**src/rtl/seg7_defs.vh**
```
// Segment lookup table and active-level helpers for the seven-segment driver.
`ifndef SEG7_DEFS_VH
`define SEG7_DEFS_VH

// Active-high segment patterns, bit 6 = g .. bit 0 = a, indexed by hex value.
localparam logic [15:0][6:0] SEG_LUT = {
  7'h71, 7'h79, 7'h5E, 7'h39,   // F E d C
  7'h7C, 7'h77, 7'h6F, 7'h7F,   // b A 9 8
  7'h07, 7'h7D, 7'h6D, 7'h66,   // 7 6 5 4
  7'h4F, 7'h5B, 7'h06, 7'h3F    // 3 2 1 0
};

// Map an active-high pattern onto the pin polarity.
function automatic logic [6:0] seg_level(input logic [6:0] v, input logic active_low);
  return active_low ? ~v : v;
endfunction

function automatic logic [3:0] an_level(input logic [3:0] v, input logic active_low);
  return active_low ? ~v : v;
endfunction

function automatic logic bit_level(input logic v, input logic active_low);
  return active_low ? ~v : v;
endfunction

`endif

```
**src/rtl/seg7_scan_pkg.sv**
```systemverilog
// Shared types and constants for the seven-segment scan driver.
package seg7_scan_pkg;
  `include "seg7_defs.vh"

  localparam int NUM_DIG = 4;

  typedef logic [1:0] dig_t;
endpackage

```
**src/rtl/seg7_hex_decode.sv**
```systemverilog
// Hex nibble to active-high seven-segment pattern.
module seg7_hex_decode (
  input  logic [3:0] nib,
  output logic [6:0] seg
);
  import seg7_scan_pkg::*;

  assign seg = SEG_LUT[nib];
endmodule

```
**src/rtl/seg7_scan.sv**
```systemverilog
// Four-digit multiplexed seven-segment driver with frame-latched input,
// inter-digit blanking and optional leading-zero suppression.
module seg7_scan #(
  parameter int CLK_DIV    = 50000,
  parameter int BLANK_CYC  = 2,
  parameter int LZ_BLANK   = 1,
  parameter int ACTIVE_LOW = 1
) (
  input  logic        clk,
  input  logic        rst,
  input  logic [15:0] data,
  input  logic [3:0]  dp,
  input  logic        en,
  output logic [3:0]  AN,
  output logic [6:0]  seg,
  output logic        seg_P,
  output logic        frame_tick
);
  import seg7_scan_pkg::*;

  localparam int             CW        = $clog2(CLK_DIV);
  localparam logic [CW-1:0]  CNT_MAX   = CW'(CLK_DIV - 1);
  localparam logic [CW-1:0]  BLANK_CNT = CW'(BLANK_CYC);
  localparam logic           POL_LOW   = (ACTIVE_LOW != 0);

  logic [CW-1:0] cnt;
  dig_t          dig;
  logic [15:0]   sh_data;
  logic [3:0]    sh_dp;

  logic [3:0]    nib;
  logic [6:0]    seg_hi;
  logic [3:0]    blank;
  logic          vis;
  logic          load;

  assign nib  = sh_data[{dig, 2'b00} +: 4];
  assign load = (cnt == '0) && (dig == '0);

  seg7_hex_decode u_dec (
    .nib (nib),
    .seg (seg_hi)
  );

  // Leading-zero mask: a digit blanks only if it and every digit above it is zero with no dp.
  always_comb begin
    blank = 4'b0000;
    if (LZ_BLANK != 0) begin
      blank[3] = (sh_data[15:12] == 4'h0) && !sh_dp[3];
      blank[2] = blank[3] && (sh_data[11:8] == 4'h0) && !sh_dp[2];
      blank[1] = blank[2] && (sh_data[7:4]  == 4'h0) && !sh_dp[1];
    end
  end

  assign vis = en && (cnt >= BLANK_CNT) && !blank[dig];

  // Prescaler, digit index and frame-boundary shadow load.
  always_ff @(posedge clk) begin
    if (rst) begin
      cnt        <= '0;
      dig        <= '0;
      sh_data    <= '0;
      sh_dp      <= '0;
      frame_tick <= 1'b0;
    end else begin
      if (cnt == CNT_MAX) begin
        cnt <= '0;
        dig <= dig + 2'd1;
      end else begin
        cnt <= cnt + 1'b1;
      end
      frame_tick <= load;
      if (load) begin
        sh_data <= data;
        sh_dp   <= dp;
      end
    end
  end

  // Registered pin drive from the pre-edge scan state.
  always_ff @(posedge clk) begin
    if (rst || !vis) begin
      AN    <= an_level(4'h0, POL_LOW);
      seg   <= seg_level(7'h00, POL_LOW);
      seg_P <= bit_level(1'b0, POL_LOW);
    end else begin
      AN    <= an_level(4'b0001 << dig, POL_LOW);
      seg   <= seg_level(seg_hi, POL_LOW);
      seg_P <= bit_level(sh_dp[dig], POL_LOW);
    end
  end
endmodule
```
**config.mk**
```make
export PLATFORM = sky130hd
export DESIGN_NAME = seg7_scan
export DESIGN_NICKNAME = d
export VERILOG_FILES = /design/src/rtl/seg7_scan_pkg.sv /design/src/rtl/seg7_hex_decode.sv /design/src/rtl/seg7_scan.sv
export VERILOG_INCLUDE_DIRS = /design/src /design/src/rtl
export SDC_FILE = /design/constraint.sdc
export NUM_CORES = 1
export LEC_CHECK = 0
export BUFFER_PORTS_ARGS = -buffer_cell sky130_fd_sc_hd__buf_4
export CAP_MARGIN = 20
export CORE_ASPECT_RATIO = 0.75
export CORE_UTILIZATION = 56
export CTS_CLUSTER_DIAMETER = 120
export DETAILED_ROUTE_END_ITERATION = 8
export GPL_TIMING_DRIVEN = 0
export PLACE_DENSITY = 0.87
export SETUP_SLACK_MARGIN = 0.05
export SLEW_MARGIN = 25
export SYNTH_ARGS = -nofsm -noshare
export SYNTH_HDL_FRONTEND = slang
export SYNTH_SLANG_ARGS = --single-unit
```
**constraint.sdc**
```tcl
create_clock -name clk -period 2.9 [get_ports clk]
set_clock_uncertainty 0.2 [all_clocks]
set_input_delay 0 -clock clk [delete_from_list [all_inputs] [get_ports clk]]
set_output_delay 0 -clock clk [all_outputs]
set_load 0.02 [all_outputs]
```
### Word level (Yosys, flattened, before mapping)

Memory sizes are Yosys's and may differ from the RTL's.
Index checks and enable logic that the tools add are counted.

| cells by class | value |
|---|---|
| shifts and indexed selects | 2 |
| reduce and logical (&&, ||, !) cells | 20 |
| multiplexer cells | 5 |
| bitwise operators | 3 |
| $add $sub $neg | 2 |
| eq/ne operators | 1 |
| order comparisons | 3 |

Operators with widths:

| cell | count |
|---|---|
| $add A16 B1 Y16 const B | 1 |
| $eq A16 B16 Y1 const B | 1 |
| $ge A16 B2 Y1 const B | 1 |
| $logic_not A16 Y1 | 1 |
| $shiftx A16 B5 Y4 | 1 |
| $logic_not A4 Y1 | 3 |
| $logic_and A1 B1 Y1 | 8 |
| $mux W7 | 1 |
| $not A7 Y7 | 1 |
| $logic_not A1 Y1 | 5 |
| $lt A4 B5 Y1 const B | 1 |
| $bmux W1 S2 | 2 |
| $not A4 Y4 | 1 |
| $shl A1 B2 Y4 const A | 1 |
| $lt A2 B3 Y1 const B | 1 |
| $add A2 B1 Y2 const B | 1 |
| $logic_not A2 Y1 | 1 |
| $mux W1 | 2 |
| $reduce_or A2 Y1 | 1 |
| $logic_or A1 B1 Y1 | 1 |
| $not A1 Y1 | 1 |

| word-level totals | value |
|---|---|
| memories kept | 1 |
| output and inout port bits | 13 |
| logic and storage cells | 45 |
| bits of input ports | 23 |
| memory bits (read-only) | 112 |
| bits in registers | 51 |

Memories:

| memory | words | width | read ports | clocked after Yosys merged registers in | wr ports | line | text |
|---|---|---|---|---|---|---|---|
| (name not given) | 16 | 7 | 1 | 0 | 0 | seg7_hex_decode.sv:8 | `assign seg = SEG_LUT[nib];` |

### Depth between registers and ports, before layout

| logic depth | value |
|---|---|
| word-level depth | 12 |
| depth in mapped cells | 8 |
| gate-level depth less buffers | 7 |

### Modules after synthesis

A second synthesis with hierarchy kept.

| second synthesis, totals | value |
|---|---|
| cells, all modules | 271 |
| area, all modules | 2621.3 µm² |

By module, submodules not included:

| module | cells each | seq. area each (µm²) | times used | area an instance (µm²) |
|---|---|---|---|---|
| seg7_scan | 238 | 1021.0 | 1 | 2333.5 |
| seg7_hex_decode | 33 | 0.0 | 1 | 287.8 |

### Worst setup path after synthesis

OpenSTA, ideal clock, no wires.

| path | value |
|---|---|
| kind | flip-flop to flip-flop |
| start point | register dig[0] |
| end point | register seg[3] |
| stages on the path, launching flop included | 8 |
| data required time | 2.561 ns |
| slack | 0.572 ns |
| period minus slack after synthesis | 2.328 ns |
| arrival | 1.989 ns |
| library setup time | 0.139 ns |
| cells stage by stage | dfxtp_1 -> buf_2 -> mux4_2 -> inv_1 -> ha_1 -> inv_1 -> mux4_2 -> nand2b_1 |

| on the way | value |
|---|---|
| longest elaborated chain between the ends | 6 |
| elaborated cells on any way between the ends | 10 |
| those cells by class | shift (1); mux (3); bitwise (1); reduce/logical (4); memory (1) |

RTL lines:

| item | line | text |
|---|---|---|
| from (decl) | seg7_scan.sv:27 | `dig_t dig;` |
| from (signal assigned) | seg7_scan.sv:68 | `dig <= dig + 2'd1;` |
| parallel branches: the longest is 6 deep, another holds $mem_v2 Z16 W7 | -- |  |
| to (signal assigned) | seg7_scan.sv:84 | `seg <= seg_level(7'h00, POL_LOW);` |
| to (signal assigned) | seg7_scan.sv:88 | `seg <= seg_level(seg_hi, POL_LOW);` |
| to (decl) | seg7_scan.sv:15 | `output logic [6:0] seg,` |

Several ways; the timed one is not identified. The select of a mux whose other input is x is not followed.
A chain may end at the register's enable or synchronous reset.

### Final worst setup path

| path | value |
|---|---|
| start point | register cnt[10] |
| end point | register sh_dp[3] |

| on the way | value |
|---|---|
| longest elaborated chain between the ends | 2 |

RTL lines:

| item | line | text |
|---|---|---|
| from (decl) | seg7_scan.sv:26 | `logic [CW-1:0] cnt;` |
| from (signal assigned) | seg7_scan.sv:70 | `cnt <= cnt + 1'b1;` |
| $logic_not A16 Y1 | seg7_scan.sv:38 | `assign load = (cnt == '0) && (dig == '0);` |
| $logic_and A1 B1 Y1 | seg7_scan.sv:38 |  |
| to (signal assigned) | seg7_scan.sv:75 | `sh_dp <= dp;` |
| to (decl) | seg7_scan.sv:29 | `logic [3:0] sh_dp;` |

No other way between the ends.

==> metrics.cfg <==
[power]
totalPowerFinal_mw=1.64
combPwrFrac_pct=17.9
p_leak_nw=1.29
p_sw_share_pct=24.4
cellPowerDensity_mw_per_mm2=536
power.internal_mw=1.24
power_frac_seq_pct=46.9
p_switching_mw=0.402
ir_drop_mv=0.382
clkPwrFrac_pct=35.2

[clocking]
cts.clk_slew.worst_paths_ns=0.09
numClockSinks=51
cts_post_setup_buffers_inserted=0
cts_tree=built
clock_path_buffers=2
ctsHtreeMaxLevel=2
cts_root_buffer=clkbuf_8
clk_latency_ns=0.31
cts_buffers=5

[worst_setup_path]
reg2reg_depth=8
required_ns=2.90
start_kind=flip-flop
r2r-end=sh_dp[3]$_SDFFE_PP0P_
critPathKind=reg2reg
arrival_ns=2.79
crit_fanout=10
r2r-start=cnt[10]$_SDFF_PP0_
reg2reg_slack_ns=0.11
critPathCaptureType=flip-flop

[global_route]
grtUsageTotal_pct=25.7
overflow=0
grt_max_degree=17
antenna_found_initial=0
grt_pass1_vias=1876
grt_pass1_wl_um=8780

[layout]
instances_no_fill=357
drive_above_1_share_pct=22.5
nets=336
multi_input_area_mm2=0.00122
antenna_cells=0
area_delta_synth_final_pct=29.6
fill_cells=268
seq_area_mm2=0.00102

[die]
coreArea_mm2=0.00405
die_h_um=58.3
rows=20
start_util_pct=58.4
die-area_mm2=0.00450
fp.dieW_um=77.1
io_pins=36

[synth]
netlist_area_mm2=0.00237
avgSynthCellArea_um2=9.95
synth-simple-area-share_pct=19.5
synthDominantCellAreaShare_pct=43.1
yosysWarnings=0
muxShareOfSynthArea_pct=16.3
synth_cell_types=38
synthXorXnorAreaFrac_pct=5.55
synth_nets=273
synth_area_leaders=dfxtp_1 (43%), mux2i_1 (11%), nor2_1 (7.3%), ha_1 (6.3%), mux4_2 (5.7%)
synth_seq_cells=51
synth_cells=238
synth_fa_ha_area_share_pct=6.34
synth_compound_area_share_pct=2.91
yosysSeqAreaShare_pct=43.1
synth_top_family_by_area=simple AND/OR/NAND/NOR gates
synth_top_area_cell=dfxtp_1

[hold_path]
whs_endpoint=sh_data[12]$_SDFFE_PP0P_
hp-class=in2reg
min_from=data[12]
min_path_cells=4

[routing]
vias=1905
drt_drc_violations_left=0
drt-wirelength-per-cell_um=14.7
final_antenna_net_count=0
routed_via_density=5.34
drtIter0Drc=106
drt_wl_total_um=5240
drtPass1Iterations=4

[place]
io_buffers=34
place_inst=327
hpwl_um=3440
gp_congestion=0.870

[sta]
layout_min_cycle_time_ns=2.79
setup_viol=0
worst_pin_slew_ns=0.797
final_hold_viol_count=0
slew_headroom_pct=45.5
finalCritPeriodShare_pct=96.3
final-max-slew-violation-count=0
hold-worst-slack_ns=0.273
rsz0062_at_grt=no
finalSetupTns_ns=0
max_freq_ghz=0.358

[outcome]
outcome=completed

[flow_run]
timing.max_cap.violations=0

## flip-flops by register name (all words and copies together) (netlist names)
signal,flops
sh_dp,4
sh_data,16
seg,7
frame_tick,1
AN,4
seg_P,1
cnt,16
dig,2
## Yosys cell counts
cell type  number
nor2_1         46
xor2_1          7
or3_2           1
nand2_1        13
and3_2          1
or4_1           1
or4_4           2
o211ai_1        3
a32oi_1         1
inv_1          11
ha_1           12
nand2b_1        1
buf_2           4
or3_1           1
nor4_2          1
nor4b_1         1
dfxtp_1        51
a21oi_1         3
xnor2_1         8
and3_1          3
and4bb_1        1
clkbuf_8        1
mux4_2          6
buf_4           1
clkbuf_1        4
or2_2           1
nor3b_2         1
nand3_1        11
nand4_1         2
buf_6           1
a2111oi_0       1
o221ai_1        1
nor3_1          4
mux2i_1        25
nor4_1          1
buf_12          2
o21ai_0         1
nor2b_1         3
## stage by stage
step           cell area [µm²]  setup WS [ns]  util (%)
2_1_floorplan             2370          0.572         -
3_3_place_gp              2690          0.445      66.4
3_5_place_dp              2690          0.411      66.4
4_1_cts                   3050         0.0872      75.2
5_1_grt                   3070         0.0426      75.7
6_report                  3070          0.106      75.7
## critical path, cell delays in order (launching register included)
cell and delay (ns):
dfxtp_1 0.34, or4_4 0.56, nor4_4 0.29, and3_4 0.23, buf_6 0.12, buf_12 0.14
mux2i_1 0.18, nor2_1 0.06, dlygate4sd3_1 0.56
## how the worst max path moves through the flow
stage | startpoint | to | cells after the start
finish | cnt[10]$_SDFF_PP0_ | sh_dp[3]$_SDFFE_PP0P_ | 8
global route | cnt[11]$_SDFF_PP0_ | sh_dp[3]$_SDFFE_PP0P_ | 8
CTS | cnt[3]$_SDFF_PP0_ | sh_dp[3]$_SDFFE_PP0P_ | 8
detailed placement | dig[0]$_SDFFE_PP0P_ | seg[3]$_SDFF_PP1_ | 7
global placement | dig[0]$_SDFFE_PP0P_ | seg[3]$_SDFF_PP1_ | 7
floorplan | dig[0]$_SDFFE_PP0P_ | seg[3]$_SDFF_PP1_ | 7
## layout make-up
class	count	share of cell area (%)
multi-input combinational	163	39.6
sequential	51	33.4
timing repair buffer	56	15.5
buffer	13	3.50
clock buffer	5	2.24
tap	55	2.24
clock inverter	3	2.20
inverter	11	1.34
## placed cells by master, fill, tap and decap left out, types with 4 or more instances in the layout
cell type and count:
mux4_2 6, ha_1 12, nand2_1 13, inv_1 11
buf_2 4, xor2_1 7, nor2_1 46, nand3_1 11
nor3_1 4, dlygate4sd3_1 22, dfxtp_1 48, mux2i_1 25
clkbuf_8 6, buf_4 35, xnor2_1 8, clkbuf_1 4
## power by group through the flow
stage,clock network [mW],registers (mW),logic [mW]
after floorplan,0,0.788,0.179
after global placement,0,0.784,0.249
after detailed placement,0,0.786,0.260
after CTS,0.584,0.770,0.286
after global routing,0.624,0.775,0.319
final,0.579,0.771,0.294
## what timing repair did
| item | 4_1_cts | 5_1_grt |
|---|---|---|
| endpoints found under the hold margin | 24 | 0 |
| setup endpoints to repair | 0 | 1 |
| hold buffers | 22 | 0 |
| resized for setup | 0 | 6 |
## cells by family (layout without fill, tap and decap cells)
kind of cell / after synthesis / after routing
AO/OA/AOI/OAI: 10 / 10
buffers and inverters: 24 / 88
multiplexers: 31 / 31
AND/OR/NAND/NOR: 95 / 95
XOR/XNOR: 15 / 15
flip-flops: 51 / 51
adder cells (fa/ha/maj): 12 / 12
## routing by layer
layer / vias to the layer above / track usage [%] / part of all wire [%]
li1: 931 / - / -
met2: 79 / 43.1 / 47
met4: 0 / 9.43 / 1.2
met5: - / 0 / 0
met3: 8 / 6.20 / 7.0
met1: 887 / 32.8 / 45
(Power assumes the default switching activity.)
